===== config.mk =====
export PLATFORM = sky130hd
export DESIGN_NAME = led_matrix_scanner
export DESIGN_NICKNAME = d
export VERILOG_FILES = /design/src/rtl/led_matrix_scanner.sv
export SDC_FILE = /design/constraint.sdc
export NUM_CORES = 1
export LEC_CHECK = 0
export CAP_MARGIN = 20
export CORE_UTILIZATION = 55
export CTS_CLUSTER_SIZE = 8
export DETAILED_ROUTE_END_ITERATION = 10
export PLACE_DENSITY = 0.86
export SLEW_MARGIN = 20
export SYNTH_ARGS = -nofsm -noshare
export SYNTH_HDL_FRONTEND = slang
export SYNTH_SLANG_ARGS = --single-unit

===== constraint.sdc =====
create_clock -name clk -period 2.78 [get_ports clk]
set_input_delay 0.834 -clock clk [delete_from_list [all_inputs] [get_ports clk]]
set_output_delay 0.834 -clock clk [all_outputs]
set_load 0.05 [all_outputs]

===== src/rtl/led_matrix_scanner.sv =====
// LED matrix column scanner with double-buffered frames swapped only at frame boundaries.
// Optional LED_BRIGHTNESS_EN adds a brightness[3:0] input that gates the ON phase (needs DIVIDER >= 4).
//
// state | meaning
// BLANK | all LEDs off between columns (anti-ghosting gap)
// ON    | column x driven from the active frame
module led_matrix_scanner #(
  parameter int N            = 8,
  parameter int DIVIDER      = 12,
  parameter int BLANK_CYCLES = 4
) (
  input  logic                   clk,
  input  logic                   rst_n,
  input  logic                   ena,
  input  logic [N*N-1:0]         cells_in,
  input  logic                   load_valid,
`ifdef LED_BRIGHTNESS_EN
  input  logic [3:0]             brightness,
`endif
  output logic                   load_ready,
  output logic                   frame_done,
  output logic [$clog2(N):0]     x,
  output logic [N-1:0]           cols,
  output logic [N-1:0]           rows
);

  localparam int XW     = $clog2(N) + 1;
  localparam int CW_RAW = (DIVIDER > $clog2(BLANK_CYCLES)) ? DIVIDER : $clog2(BLANK_CYCLES);
  localparam int CW     = (CW_RAW < 1) ? 1 : CW_RAW;

  localparam logic [CW-1:0] ON_LAST    = CW'((2 ** DIVIDER) - 1);
  localparam logic [CW-1:0] BLANK_LAST = CW'(BLANK_CYCLES - 1);
  localparam logic [XW-1:0] X_LAST     = XW'(N - 1);

  localparam logic [0:0] ST_BLANK = 1'b0;
  localparam logic [0:0] ST_ON    = 1'b1;

  logic [0:0]     state;
  logic [CW-1:0]  cnt;
  logic [N*N-1:0] active;
  logic [N*N-1:0] shadow;
  logic           shadow_full;
  logic           on_end;
  logic           boundary;
  logic           lit;
  logic [XW-2:0]  xi;
  logic [N-1:0]   row_bits;

  assign load_ready = ~shadow_full;
  assign on_end     = ena && (state == ST_ON) && (cnt == ON_LAST);
  assign boundary   = on_end && (x == X_LAST);
  assign xi         = x[XW-2:0];

  always_ff @(posedge clk or negedge rst_n) begin
    if (!rst_n) begin
      state       <= ST_BLANK;
      cnt         <= '0;
      x           <= '0;
      active      <= '0;
      shadow      <= '0;
      shadow_full <= 1'b0;
      frame_done  <= 1'b0;
    end else begin
      frame_done <= boundary;
      if (ena) begin
        if (state == ST_BLANK) begin
          if (cnt == BLANK_LAST) begin
            state <= ST_ON;
            cnt   <= '0;
          end else begin
            cnt <= cnt + 1'b1;
          end
        end else if (cnt == ON_LAST) begin
          state <= ST_BLANK;
          cnt   <= '0;
          x     <= (x == X_LAST) ? '0 : x + 1'b1;
        end else begin
          cnt <= cnt + 1'b1;
        end
      end
      // A full shadow blocks loads, so swap and load can never both fire.
      if (boundary && shadow_full) begin
        active      <= shadow;
        shadow_full <= 1'b0;
      end else if (load_valid && !shadow_full) begin
        shadow      <= cells_in;
        shadow_full <= 1'b1;
      end
    end
  end

`ifdef LED_BRIGHTNESS_EN
  assign lit = ena && (state == ST_ON) && (cnt[DIVIDER-1 -: 4] < brightness);
`else
  assign lit = ena && (state == ST_ON);
`endif

  always_comb begin
    cols     = '0;
    rows     = '1;
    row_bits = '0;
    if (lit) begin
      cols = N'(1) << xi;
      for (int r = 0; r < N; r++) begin
        row_bits = active[N*r +: N];
        rows[r]  = ~row_bits[xi];
      end
    end
  end

endmodule


* Word-level counts from Yosys, hierarchy flattened
Index checks and enable logic that the tools add are counted.
** Word-level totals
- Register bits after elaboration :: 147
- Input bits :: 68
- Output and inout port bits :: 22
- Word-level logic and storage cells :: 60
** Operators by class
- Add/subtract/negate cells :: 2
- $lt $le $gt $ge :: 1
- Equal/unequal tests :: 3
- Shift operators :: 1
- Multiplexer cells :: 27
- Bitwise logic cells :: 10
- Reductions and logical operators :: 9
** Operators with widths (count)
- $mux W12 :: 3
- $bmux W1 S3 :: 8
- $mux W8 :: 2
- $mux W1 :: 13
- $add A12 B1 Y12 const B :: 1
- $eq A12 B12 Y1 const B :: 1
- $eq A12 B2 Y1 const B :: 1
- $not A1 Y1 :: 10
- $shl A1 B3 Y8 const A :: 1
- $logic_and A1 B1 Y1 :: 5
- $add A4 B1 Y4 const B :: 1
- $eq A4 B3 Y1 const B :: 1
- $lt A3 B4 Y1 const B :: 1
- $mux W4 :: 1
- $reduce_and A3 Y1 :: 1
- $reduce_and A2 Y1 :: 1
- $reduce_bool A2 Y1 :: 1
- $logic_not A1 Y1 :: 1

* Logic depth before layout (Yosys ltp)
- Word-level depth :: 6
- Mapped depth :: 8
- Gate-level depth less buffers :: 5

* Least setup slack after synthesis
OpenSTA, ideal clock, no wires.
- Path type :: register to output
- Start point :: register x[0]
- End point :: output port rows[0]
- Data arrival time :: 2292 ps
- Data required time :: 1946 ps
- Setup slack :: -346 ps
- Cell stages (with the launch flop) :: 7
- Buffers on the path :: 2
- Cell sequence :: dfrtp_1 buf_2 buf_2 mux4_2 nand2_1 nand2_1 nand2_1
** On the way
- Cells in the longest elaborated chain, start to end :: 4
** RTL lines
- start: declaration :: line 22 : output logic [$clog2(N):0] x,
- start signal: assignment :: line 76 : x <= (x == X_LAST) ? '0 : x + 1'b1;
- $bmux W1 S3 :: line 106 : rows[r] = ~row_bits[xi];
- $mux W1 (implied by the code) :: line 106
- $not A1 Y1 :: line 106
- $mux W8 :: line 102 : if (lit) begin
- end: declaration :: line 24 : output logic [N-1:0] rows
No other way between the ends. The select of a mux whose other input is x is not followed.

* Worst setup path in the final report
- Start point :: register x[0]
- End point :: output port rows[7]
The elaborated chain is that of the path after synthesis.

==> metrics.txt <==
H-Tree Depth=4; Synth area leaders=dfrtp_1 55%, mux2_2 14%, mux2_4 11%; Max VDD drop=412 µV; initial DRC count=183; outcome=finished, violations left; Final setup violation count=0; Logic pwr share=8.6%; Fmax=360 MHz; Hold Vio Cnt, Final=0; Max Cap Viol=0; yosys warns=0; fin cells=706; largest family of logic cells by synthesized area=multiplexers; Post-route DRC=7; Synth Area in XOR/XNOR=1.06%; first-pass GRT wire length=22800 µm; final HPWL from detailed placement=8760 µm; grt ovf=0; Most used DFF post-synth=dfrtp_1; later-pin clock latency in the skew report=410 ps; top cell type by total area after synthesis=dfrtp_1; synthesized area=6640 µm²; area grow syn2layout=29.4%; CTS Buf Count=17; sequential power share=48.4%; fraction of power spent switching nets=22.5%; die width=112 µm; post-synth top area share=55.4%; worst hold margin=382 ps; failing checks=DRC; cell internal pwr=3.91 mW; IO Count=90; fin. max-slew vios=0; Synth async-reset ratio=100%; via count=3993; final non-filler cell area=8590 µm²; Worst Path Arrival=1950 ps; initial antenna violation count=0; share of cells above drive strength 1=43.3%; Worst Max-Slew Pin Slew=654 ps; Hold Crit Class=in2async; WL/cell=19.7 µm; DR pass1 iterations=9; Hold Buf Count CTS=0; largest net degree at the start of global routing=57; number of flops mapped to enable cells by yosys=0; most common cell after layout, fill and taps aside=dfrtp_1; CP Max Fanout=10; clock tree buffer depth=2; Die Height=112 µm; clock-pin slew on the worst setup and hold paths=50 ps; Starting Density=57.2%; root buffer cell=clkbuf_16; Clock power frac=43.1%; Crit Path Category=reg2out; Synth Area in Simple Gates=7.18%; clock skew=5.30 ps; CP endpoint kind=output port; DRT Wirelength=13900 µm; Final Net Count=626; DP Area=7860 µm²; ANT cells=0; Mapped Avg Cell Area=15.0 µm²; RSZ-0062 raised after global routing=true; GRT Util Overall=24.1%; mux cell area share after synthesis=30.4%; FP Rows=39; cell count after synthesis=444; post-synth cell types=37; CTS tree=yes; most frequent cells in the layout=146 x dfrtp_1, 82 x mux2_2, 68 x clkdlybuf4s50_1; post-synthesis compound-gate area fraction=1.21%; CP Launch Type=flop; post-synthesis adder-cell area fraction=1.32%; leakage=3.91 nW; sequential fraction of the synthesis area=55.4%; Sink Count=147; Post-DRT Antenna Nets=0; Synth Register Bits=147; # port buffers=89; RD Place Congestion=0.805; die area=12500 µm²; vias in the first global route=4365; vias per inst=5.66; CP required=1950 ps; pwr dens=587 nW/µm²; Switch Pwr=1.14 mW; Final min period=2780 ps; relative slew slack=56.0%; ratio of final minimum period to clock period=100%; core area=11600 µm²; # placed instances=672; syn nets=519
## power groups by stage
| stage | sequential [mW] | clock, mW | combinational, mW |
|---|---|---|---|
| 5_1_grt | 2.46 | 2.30 | 0.471 |
| 3_5_place_dp | 2.47 | 0 | 0.419 |
| 3_3_place_gp | 2.46 | 0 | 0.401 |
| 6_report | 2.44 | 2.17 | 0.432 |
| 2_1_floorplan | 2.41 | 0 | 0.234 |
| 4_1_cts | 2.44 | 2.20 | 0.433 |
## per-stage QoR
step / power [mW] / setup slack, ps / TNS (ps) / util, %
2_1_floorplan: 2.65 / 23.6 / 0 / -
3_3_place_gp: 2.86 / -22.2 / -168 / 67.6
3_5_place_dp: 2.89 / -53.1 / -309 / 67.6
4_1_cts: 5.07 / -40.0 / -112 / 73.4
5_1_grt: 5.23 / -66.0 / -416 / 74.0
6_report: 5.05 / 0.703 / 0 / 74.0
## cell type report
type                            instances  area, µm²
Fill cell                             722       3020
Multi-Input combinational cell        266       2800
Timing Repair Buffer                  113       1340
Tap cell                              143        179
Sequential cell                       147       3680
Clock buffer                           27        523
Inverter                                6       22.5
Clock inverter                          4       45.0
## Yosys cell counts (all sizes together) (6+ instances only)
cell type,number
ha,7
nor2,6
inv,6
nand2,42
nand4,9
mux4,16
and3,12
buf,19
dfrtp,147
mux2,131
o21ai,6
clkbuf,6
## cell families after synthesis
| logic type | Yosys count |
|---|---|
| mux | 147 |
| flops | 147 |
| simple gates | 90 |
| buf+inv | 31 |
| compound gates | 14 |
| xor+xnor | 8 |
| fa+ha+maj | 7 |
## routing by layer
metal	GRT usage [%]	share of wire, %	vias to the layer above
met4	9.19	1.6	0
met3	5.28	4.4	21
met1	30.3	42	2038
li1	-	-	1811
met2	41.1	52	123
met5	0	0	-
## sequential cells by signal, summed over array words and instances (netlist names)
register	flops
x	4
state	1
active	64
frame_done	1
shadow	64
shadow_full	1
cnt	12
## worst paths after layout
path / depth (start not counted) / startpoint / slack [ps] / end
max in group asynchronous: 2 / rst_n / 1750 / cnt[1]
min in group clk: 1 / shadow[0] / 500 / active[0]
min: 1 / rst_n / 380 / active[54]
min reg2reg: 1 / shadow[0] / 500 / active[0]
max: 6 / x[0] / 0.7 / rows[7]
max reg2reg: 5 / cnt[1] / 520 / cnt[11]
## what timing repair did
action                                  4_1_cts  5_1_grt
resized for setup                            17       15
pin swaps                                     2        9
gates cloned                                  1        1
endpoints found under the setup margin       14       16
setup buffers                                 0        1
## critical path: stages, from the launching register on
cell and delay, ps:
dfrtp_2 440, clkbuf_16 200, mux4_2 510, nand2_1 110, nand2_1 70, nand2_2 60
buf_6 150
(Power assumes the default switching activity.)
